[config.mk]
export PLATFORM = sky130hd
export DESIGN_NAME = fir_waveform_reader
export DESIGN_NICKNAME = d
export VERILOG_FILES = /design/src/rtl/fir_waveform_reader.sv
export SDC_FILE = /design/constraint.sdc
export NUM_CORES = 1
export LEC_CHECK = 0
export ABC_AREA = 1
export CAP_MARGIN = 20
export CORE_MARGIN = 2
export CORE_UTILIZATION = 40
export CTS_CLUSTER_SIZE = 25
export DETAILED_ROUTE_END_ITERATION = 16
export PLACE_DENSITY = 0.72
export SLEW_MARGIN = 30
export SYNTH_ARGS = -nofsm -noshare
export SYNTH_HDL_FRONTEND = slang
export SYNTH_SLANG_ARGS = --single-unit
export TNS_END_PERCENT = 1
[constraint.sdc]
create_clock -name clk -period 3.35 [get_ports clk]
set_clock_uncertainty 0.2 [all_clocks]
set_input_delay 0.335 -clock clk [delete_from_list [all_inputs] [get_ports clk]]
set_output_delay 0.335 -clock clk [all_outputs]
set_load 0.005 [all_outputs]
[src/rtl/fir_waveform_reader.sv]
// Streams a captured FIR waveform from the capture buffer to the UART TX byte port as one framed packet.
// state | meaning: IDLE wait | HDR0..2 sync, waveform number | RDREQ/RDCAP buffer read | SHI/SLO sample bytes | CSUM checksum
module fir_waveform_reader #(
    parameter int                NUM_SAMPLES = 500,
    parameter int                SAMPLE_W    = 14,
    parameter logic [7:0]        SYNC_BYTE   = 8'hA5
) (
    input  logic                 clk,
    input  logic                 rst_n,
    input  logic [15:0]          wave_number,
    output logic [10:0]          rd_addr,
    output logic                 rd_en,
    input  logic [SAMPLE_W-1:0]  rd_data,
    output logic [7:0]           tx_data,
    output logic                 tx_valid,
    input  logic                 tx_ready,
    output logic                 busy,
    output logic [7:0]           dropped
);

    localparam logic [3:0] IDLE  = 4'd0;
    localparam logic [3:0] HDR0  = 4'd1;
    localparam logic [3:0] HDR1  = 4'd2;
    localparam logic [3:0] HDR2  = 4'd3;
    localparam logic [3:0] RDREQ = 4'd4;
    localparam logic [3:0] RDCAP = 4'd5;
    localparam logic [3:0] SHI   = 4'd6;
    localparam logic [3:0] SLO   = 4'd7;
    localparam logic [3:0] CSUM  = 4'd8;

    localparam logic [10:0] LAST_IDX = 11'(NUM_SAMPLES - 1);

    logic [3:0]          state;
    logic [15:0]         seen_wn;
    logic [15:0]         frame_wn;
    logic                pending;
    logic [10:0]         idx;
    logic [SAMPLE_W-1:0] sample;
    logic [7:0]          csum;
    logic [15:0]         sample_ext;
    logic                changed;
    logic                accept;

    assign sample_ext = 16'(sample);
    assign changed    = (wave_number != seen_wn);
    assign accept     = tx_valid && tx_ready;
    assign rd_en      = (state == RDREQ);
    assign busy       = (state != IDLE);

    always_comb begin
        tx_data  = 8'h00;
        tx_valid = 1'b0;
        case (state)
            HDR0: begin tx_data = SYNC_BYTE;        tx_valid = 1'b1; end
            HDR1: begin tx_data = frame_wn[15:8];   tx_valid = 1'b1; end
            HDR2: begin tx_data = frame_wn[7:0];    tx_valid = 1'b1; end
            SHI:  begin tx_data = sample_ext[15:8]; tx_valid = 1'b1; end
            SLO:  begin tx_data = sample_ext[7:0];  tx_valid = 1'b1; end
            CSUM: begin tx_data = csum;             tx_valid = 1'b1; end
            default: ;
        endcase
    end

    // A change seen while one frame is already queued is counted, not queued.
    always_ff @(posedge clk or negedge rst_n) begin
        if (!rst_n) begin
            seen_wn <= 16'h0000;
            pending <= 1'b0;
            dropped <= 8'h00;
        end else begin
            if (changed) begin
                seen_wn <= wave_number;
                if (pending && dropped != 8'hFF) begin
                    dropped <= dropped + 8'd1;
                end
            end
            if (changed && !pending) begin
                pending <= 1'b1;
            end else if (state == IDLE && pending) begin
                pending <= 1'b0;
            end
        end
    end

    always_ff @(posedge clk or negedge rst_n) begin
        if (!rst_n) begin
            state    <= IDLE;
            frame_wn <= 16'h0000;
            idx      <= 11'd0;
            sample   <= '0;
            csum     <= 8'h00;
            rd_addr  <= 11'd0;
        end else begin
            case (state)
                IDLE: begin
                    if (pending) begin
                        frame_wn <= seen_wn;
                        idx      <= 11'd0;
                        csum     <= 8'h00;
                        state    <= HDR0;
                    end
                end
                HDR0: begin
                    if (accept) state <= HDR1;
                end
                HDR1: begin
                    if (accept) begin
                        csum  <= csum + tx_data;
                        state <= HDR2;
                    end
                end
                HDR2: begin
                    if (accept) begin
                        csum    <= csum + tx_data;
                        rd_addr <= idx;
                        state   <= RDREQ;
                    end
                end
                RDREQ: state <= RDCAP;
                RDCAP: begin
                    sample <= rd_data;
                    state  <= SHI;
                end
                SHI: begin
                    if (accept) begin
                        csum  <= csum + tx_data;
                        state <= SLO;
                    end
                end
                SLO: begin
                    if (accept) begin
                        csum <= csum + tx_data;
                        if (idx == LAST_IDX) begin
                            state <= CSUM;
                        end else begin
                            idx     <= idx + 11'd1;
                            rd_addr <= idx + 11'd1;
                            state   <= RDREQ;
                        end
                    end
                end
                CSUM: begin
                    if (accept) state <= IDLE;
                end
                default: state <= IDLE;
            endcase
        end
    end

endmodule
=== Yosys cells after proc, flatten, opt, wreduce, memory -nomap -nowiden ===
Index checks and enable logic that the tools add are counted.

* Register bits after elaboration: 89

* Mux-type cells: 22
* Equality and inequality tests: 20
* Add/subtract/negate cells: 3
* Reductions and logical operators: 19

{| class="wikitable"
|+ Operators by type and width
! operator !! number
|-
| $pmux 8 s6 || 1
|-
| $mux 11 || 4
|-
| $pmux 11 s2 || 2
|-
| $pmux 4 s9 || 1
|-
| $mux 4 || 8
|-
| $eq 4x3->1 const B || 4
|-
| $mux 8 || 2
|-
| $ne 16x16->1 || 1
|-
| $ne 2x2->1 const B || 8
|-
| $pmux 8 s2 || 1
|-
| $add 11x1->11 const B || 1
|-
| $eq 11x9->1 const B || 1
|-
| $add 8x1->8 const B || 1
|-
| $add 8x8->8 || 1
|-
| $eq 4x2->1 const B || 2
|-
| $ne 8x8->1 const B || 1
|-
| $reduce_and 4->1 || 2
|-
| $reduce_bool 2->1 || 4
|-
| $reduce_and 7->1 || 1
|-
| $reduce_or 6->1 || 1
|-
| $eq 4x1->1 const B || 1
|-
| $eq 4x4->1 const B || 1
|-
| $logic_and 1x1->1 || 4
|-
| $logic_not 4->1 || 1
|-
| other kinds (7) || 10
|}

=== Longest topological paths before layout ===
Gate-level depths: netlist of run 1.

* Depth in word-level cells: 6
* Mapped depth: 18

=== Least setup slack after synthesis of run 1 ===
No wires, ideal clock.

* Kind: register to register
* Start: register state[1]
* End: register csum[5]
* Period minus slack after synthesis: 2.687 ns
* Cell stages (with the launch flop): 16
* Data required time: 3.033 ns
* Arrival time: 2.370 ns
* Slack: 0.663 ns
* Cell sequence: dfrtp_1 > nand2_1 > inv_2 > nand2_2 > clkinv_2 > buf_6 > buf_6 > a221oi_1 > nand3_1 > ha_1 > inv_1 > o21ai_0 > o21bai_1 > or2_2 > nand3_1 > nand2_1

* Elaborated cells between the ends (all ways): 19
* Classes of those cells: 1 x add/sub; 8 x eq/ne; 4 x mux; 6 x reduce/logical

{| class="wikitable"
|+ RTL lines
! element !! line !! text
|-
| from (decl) || 33 || <nowiki>logic [3:0] state;</nowiki>
|-
| from (signal assigned) || 87 || <nowiki>state <= IDLE;</nowiki>
|-
| from (signal assigned) || 100 || <nowiki>state <= HDR0;</nowiki>
|-
| from (signal assigned) || 104 || <nowiki>if (accept) state <= HDR1;</nowiki>
|-
| $eq 4x4->1, or another cell as far along || 53 || <nowiki>case (state)</nowiki>
|-
| $pmux 8 s6 (*) || 53 ||
|-
| via tx_data[4] || 14 || <nowiki>output logic [7:0] tx_data,</nowiki>
|-
| $add 8x8->8 (*) || n/a ||
|-
| $mux 8 (*) || n/a ||
|-
| $pmux 8 s2 (*) || 94 || <nowiki>case (state)</nowiki>
|-
| to (signal assigned) || 108 || <nowiki>csum <= csum + tx_data;</nowiki>
|-
| to (signal assigned) || 114 || <nowiki>csum <= csum + tx_data;</nowiki>
|-
| to (signal assigned) || 126 || <nowiki>csum <= csum + tx_data;</nowiki>
|-
| to (decl) || 39 || <nowiki>logic [7:0] csum;</nowiki>
|}

The timed path passes the listed nets; every way through them passes the cells marked *. The select of a mux whose other input is x is not followed.
A chain may end at the register's enable or synchronous reset.

=== Worst setup path in the final report of run 1 ===
* Start: register state[2]
* End: register csum[5]

* Word-level cells in the longest chain between the ends: 6
* Elaborated cells between the ends (all ways): 19
* Classes of those cells: 1 x add/sub; 8 x eq/ne; 4 x mux; 6 x reduce/logical

{| class="wikitable"
|+ RTL lines
! element
|-
| parallel branches: the longest is 6 deep, another holds $add 8x8->8
|}

Several ways; the timed one is not identified. The select of a mux whose other input is x is not followed.

==> impl_metrics.yaml, run 1 <==
setup_path:
  slowest_stage: "a221oi_1"
  crit_arrival_ns: 3.09
  r2r_slack_ns: 0.29
  path_max_fanout: 12
  startpoint_type: "flip-flop"
  reg2reg_to: "csum[5]$_DFFE_PN0P_"
  r2r_cells: 13
  worstPathCellList: "inv_2 -> nor2_4 -> nand2_2 -> clkinv_2 -> a221oi_1 -> nand3_1 -> ha_1 -> inv_1 -> o21ai_0 -> o21bai_1 -> or2_2 -> nand3_1 -> nand2_1"
  required_ns: 3.38
  path_buf_inv: 3
  worst-setup-path-type: "flip-flop to flip-flop"
  rr_startpoint: "state[2]$_DFFE_PN0P_"
  max_stage_delay_ns: 0.47
  critPathCaptureType: "flip-flop"
  crit_path_frequent_cell: "nand3_1"
  cpLargestDelayFamily: "simple AND/OR/NAND/NOR gates"
clocking:
  ctsResizeCount: 0
  htree_levels: 3
  clock-root-buffer: "clkbuf_16"
  cts_tree: "built"
  cts-root-to-sink-buffers: 2
  cts.sinks: 89
  clk_latency_ns: 0.34
  cts_buffers: 9
  clkTransAtPathRegs_ns: 0.06
grt:
  track_usage_pct: 18.8
  grt-ovfl-total: 0
  grt_pass1_vias: 4021
  grt_pass1_wl_um: 19000
  grt_max_degree: 59
  antenna_found_initial: 0
min_path:
  hp-start: "rd_addr[6]$_DFFE_PN0P_"
  min_path_type: "flip-flop to flip-flop"
  hold_end: "rd_addr[6]$_DFFE_PN0P_"
  min_path_cells: 2
placed_design:
  dp_cells: 751
  portBuffers: 62
  hpwl_um: 8320
  place.gp.congestion: 0.851
pwr:
  power.density_mw_per_mm2: 814
  p_leak_uw: 0.00273
  finalPower_uw: 4620
  ir_worst_vdd_uv: 393
detailed_routing:
  via_count: 3844
  first_iter_violations: 258
  firstDrtPassIters: 4
  viasPerCell: 5.01
  drc: 0
  wl_um: 11000
  post_drt_wl_per_cell_um: 14.3
  drt.antenna.violating_nets: 0
floorplanning:
  dieArea_sq_mm: 0.0126
  rows: 39
  start_util_pct: 41.0
  chipWidth_um: 112
  io_pins: 63
  core_sq_mm: 0.0115
  die_h_um: 112
sta:
  slew_violations: 0
  fin_tns_setup_ns: 0
  min_period_ns: 3.06
  max-slew-margin-rel_pct: 52.4
  tightest_slew_ns: 0.714
  period_share_pct: 91.5
  setup_viol: 0
  rsz0062_at_grt: "false"
  clock.fmax_mhz: 326
  whs_ns: 0.276
  hold_viol_final: 0
logic_synthesis:
  netlist-cell-type-count: 36
  syn_area_sq_mm: 0.00470
  yosysWarnings: 0
  postSynthAreaPerCell_sq_um: 8.28
  async_flop_share_pct: 100
  synth-seq-cells: 89
  synth_ff_type: "dfrtp_1"
  synth_edf_count: 0
  syn_nets: 612
  syn_inst: 568
  yosysSeqAreaShare_pct: 47.4
final_layout:
  layout_common_cells: "nand2_1 (187), dfrtp_1 (89), clkdlybuf4s50_1 (61), inv_1 (46), nand3_1 (39)"
  instances_no_fill: 768
  syn_to_final_growth_pct: 20.7
  num_antenna_cells: 0
  drive_above_1_share_pct: 11.8
  final_common_cell: "nand2_1"
  nNetsFinal: 664
run:
  cap_violations: 0
outcome:
  status: "completed"
-- per-layer routing --
metal,part of all wire (%),global-route usage (%)
met2,48,31.7
met1,44,22.9
met4,3.1,8.46
met5,0,0
met3,4.1,4.70
-- synth_stat cells (4+ instances only) --
| library cell | n | area, sq um |
|---|---|---|
| o21ai_2 | 9 | 78.8 |
| clkbuf_1 | 16 | 60.1 |
| ha_1 | 10 | 125 |
| xor2_1 | 6 | 52.6 |
| nand4_1 | 9 | 56.3 |
| nor3_1 | 7 | 35.0 |
| dfrtp_1 | 89 | 2230 |
| nand3_1 | 39 | 195 |
| nand2_2 | 9 | 56.3 |
| mux2_2 | 11 | 124 |
| inv_1 | 46 | 173 |
| a221oi_1 | 5 | 43.8 |
| nand2_1 | 187 | 702 |
| o21bai_1 | 4 | 30.0 |
| a21oi_1 | 10 | 50.1 |
| xnor2_1 | 12 | 105 |
| buf_2 | 5 | 25.0 |
| nor2_1 | 32 | 120 |
| or2_2 | 4 | 25.0 |
| o21ai_0 | 27 | 135 |
| inv_2 | 6 | 22.5 |
-- flip-flops by register name, summed over array words and instances (netlist names) --
register and flops:
pending 1, csum 8, seen_wn 16, state 4, idx 11, rd_addr 11, dropped 8, frame_wn 16
sample 14
-- logic make-up after synthesis --
group,after synthesis,synth area share [%]
buffers and inverters,81,7.59
multiplexers,11,2.64
AND/OR/NAND/NOR,297,27.6
flip-flops,89,47.4
AO/OA/AOI/OAI,61,8.38
adder cells (fa/ha/maj),11,3.09
XOR/XNOR,18,3.35
-- worst max-delay path by stage --
stage	startpoint	end	slack, ns	depth (start not counted)
after floorplan	state[1]$_DFFE_PN0P_	csum[5]$_DFFE_PN0P_	0.66	15
after global placement	state[1]$_DFFE_PN0P_	csum[5]$_DFFE_PN0P_	0.48	13
after detailed placement	state[2]$_DFFE_PN0P_	csum[5]$_DFFE_PN0P_	0.32	13
after CTS	state[2]$_DFFE_PN0P_	csum[5]$_DFFE_PN0P_	0.31	13
after global routing	state[1]$_DFFE_PN0P_	csum[5]$_DFFE_PN0P_	0.12	13
final	state[2]$_DFFE_PN0P_	csum[5]$_DFFE_PN0P_	0.29	13
-- final cells by class --
class                           count  area (sq um)
Fill cell                        1071          5800
Sequential cell                    89          2230
Multi-Input combinational cell    398          2120
Timing Repair Buffer               66           651
Clock buffer                       11           243
Inverter                           56           218
Tap cell                          143           179
Clock inverter                      5          37.5
-- per-stage QoR --
step | util (%) | setup WS, ns | cell area [sq um]
2_1_floorplan | - | 0.663 | 4700
3_3_place_gp | 46.9 | 0.480 | 5380
3_5_place_dp | 46.9 | 0.324 | 5380
4_1_cts | 49.5 | 0.314 | 5670
5_1_grt | 49.5 | 0.118 | 5670
6_report | 49.5 | 0.286 | 5670
-- worst reg2reg max path: cells and delay by family, from the launching register on --
family | cells | cell delay (ns)
buffers and inverters | 3 | 0.36
AOI/OAI and AO/OA | 3 | 0.75
and+or+nand+nor | 6 | 0.84
DFF | 1 | 0.44
adders and majority gates | 1 | 0.38
-- power breakdown --
part	switching (uW)	leakage, uW	total, uW	internal, uW
clock network	422	0.000133	949	527
logic	1180	0.00148	2030	852
registers	246	0.00112	1630	1390
total	1850	0.00273	4620	2770
-- what timing repair did --
action,CTS,global route
hold endpoints to repair,56,0
buffers inserted,0,0
hold buffers,1,0
Note: power is estimated with default switching activity, not from simulation.
==> run 2: changes to the inputs <==
--- a/config.mk
+++ b/config.mk
@@ -8,10 +8,10 @@
 export ABC_AREA = 1
 export CAP_MARGIN = 20
 export CORE_MARGIN = 2
-export CORE_UTILIZATION = 40
+export CORE_UTILIZATION = 34
 export CTS_CLUSTER_SIZE = 25
 export DETAILED_ROUTE_END_ITERATION = 16
-export PLACE_DENSITY = 0.72
+export PLACE_DENSITY = 0.65
 export SLEW_MARGIN = 30
 export SYNTH_ARGS = -nofsm -noshare
 export SYNTH_HDL_FRONTEND = slang
==> run 2 against run 1 <==
Against the previous run:
- first-iteration DRC count is the same
- sequential power barely moved
- final cell count increased by 4.3%
- highest routed layer unchanged
- critical endpoint unchanged
- non-clock buffer count unchanged
- via count shrank 1.8%
- largest power group unchanged
- power up 0.63%
- clock power rose by 4.7%
- routed wire length increased by 1.2%
- register-to-register slack gained 0.16 ns
- die area rose by 17%
==> impl_metrics.yaml, run 2 (synthesized netlist as in run 1, its figures left out) <==
clocking:
  cts.sinks: 89
  clkTransAtPathRegs_ns: 0.07
  htree_levels: 3
  clk_latency_ns: 0.35
  clock-root-buffer: "clkbuf_16"
  postCtsSetupRepairBufs: 0
  cts-root-to-sink-buffers: 2
  cts_buffers: 9
  cts_tree: "built"
  ctsResizeCount: 0
setup_path:
  crit_path_frequent_cell: "nand3_1"
  critPathCaptureType: "flip-flop"
  worst-setup-path-type: "flip-flop to flip-flop"
  slowest_stage: "dfrtp_1"
  max_stage_delay_ns: 0.44
  worstSetupPathDepth: 13
  required_ns: 3.40
  path_max_fanout: 12
  cpLargestDelayFamily: "simple AND/OR/NAND/NOR gates"
  crit_arrival_ns: 2.95
  worstPathCellList: "inv_2 -> nor2_4 -> nand2_2 -> clkinv_2 -> a221oi_1 -> nand3_1 -> ha_1 -> inv_1 -> o21ai_0 -> o21bai_1 -> or2_2 -> nand3_1 -> nand2_1"
  startpoint_type: "flip-flop"
  path_buf_inv: 3
  r2r_cells: 13
final_layout:
  final_common_cell: "nand2_1"
  final_util_pct: 42.9
  syn_to_final_growth_pct: 21.9
  num_antenna_cells: 0
  nNetsFinal: 664
  fillCellCount: 1360
  drive_above_1_share_pct: 12.0
  instances_no_fill: 801
  reg_top3: "frame_wn (16), seen_wn (16), sample (14)"
  layout_common_cells: "nand2_1 (187), dfrtp_1 (89), clkdlybuf4s50_1 (61), inv_1 (46), nand3_1 (39)"
grt:
  grt_max_degree: 40
  track_usage_pct: 16.8
  grt_pass1_vias: 3801
  grt_pass1_wl_um: 19000
  antenna_found_initial: 0
  grt-ovfl-total: 0
sta:
  period_share_pct: 86.7
  hold_viol_final: 0
  slew_violations: 0
  setup_viol: 0
  tightest_slew_ns: 0.494
  clock.fmax_mhz: 344
  whs_ns: 0.268
  max-slew-margin-rel_pct: 67.1
  min_period_ns: 2.90
  timing.final.ws_setup_ns: 0.446
  rsz0062_at_grt: "false"
  fin_tns_setup_ns: 0
floorplanning:
  io_pins: 63
  dieArea_sq_mm: 0.0148
  start_util_pct: 35.2
  rows: 42
  die_h_um: 122
  core_sq_mm: 0.0133
  chipWidth_um: 122
pwr:
  ir_worst_vdd_uv: 432
  power.density_mw_per_mm2: 811
  p_leak_uw: 0.00274
placed_design:
  portBuffers: 62
  place.gp.congestion: 0.920
  pre_cts_slack_ns: 0.442
  hpwl_um: 8590
  dp_cells: 784
detailed_routing:
  post_drt_wl_per_cell_um: 13.9
  via_count: 3775
  viasPerCell: 4.71
  drc: 0
  first_iter_violations: 258
  firstDrtPassIters: 5
  wl_um: 11100
  drt.antenna.violating_nets: 0
min_path:
  min_path_cells: 1
  min_path_type: "input port to flip-flop"
outcome:
  status: "completed"
run:
  cap_violations: 0
==> run 2: changes by cell type in the layout (fill, tap and decap cells not counted), sizes merged <==
| cell | previous run | this run |
|---|---|---|
| clkinv | 3 | 2 |
| clkbuf | 11 | 12 |
==> run 2: path summary, 6_finish.rpt <==
check                                   startpoint                       to  slack [ns]
setup / recovery              state[2]$_DFFE_PN0P_      csum[5]$_DFFE_PN0P_        0.45
hold reg to reg            rd_addr[10]$_DFFE_PN0P_  rd_addr[10]$_DFFE_PN0P_        0.28
hold / removal                      wave_number[8]   seen_wn[8]$_DFFE_PN0P_        0.27
setup reg to reg              state[2]$_DFFE_PN0P_      csum[5]$_DFFE_PN0P_        0.45
min in group asynchronous                    rst_n      csum[7]$_DFFE_PN0P_        0.29
max in group asynchronous                    rst_n   rd_addr[9]$_DFFE_PN0P_        1.86
==> run 2: metal layers <==
metal / up-vias / wire length [um] / track usage (%)
met5: - / 0 / 0
met3: 12 / 587 / 5.43
li1: 1924 / - / -
met1: 1756 / 4990 / 20.9
met2: 83 / 5390 / 27.8
met4: 0 / 153 / 5.60
==> run 2: layout make-up <==
| class | count | area, sq um | share of cell area [%] |
|---|---|---|---|
| sequential | 89 | 2230 | 38.9 |
| multi-input combinational | 398 | 2120 | 36.9 |
| tap | 176 | 220 | 3.84 |
| clock inverter | 4 | 32.5 | 0.568 |
| clock buffer | 12 | 267 | 4.65 |
| inverter | 56 | 218 | 3.80 |
| timing repair buffer | 66 | 651 | 11.4 |
==> run 2: power by group <==
part | total, uW | internal, uW | leakage (uW) | switching (uW)
sequential | 1630 | 1390 | 0.00112 | 243
clock | 994 | 568 | 0.000142 | 425
combinational | 2020 | 851 | 0.00148 | 1170
==> run 2: timing repair <==
item,4_1_cts,5_1_grt
setup endpoints to repair,0,0
hold endpoints to repair,37,0
hold buffers,1,0
==> run 2: metrics by stage <==
step	total power (uW)	area, sq um
2_1_floorplan	2980	4700
3_3_place_gp	3670	5420
3_5_place_dp	3700	5420
4_1_cts	4720	5730
5_1_grt	5070	5730
6_report	4650	5730
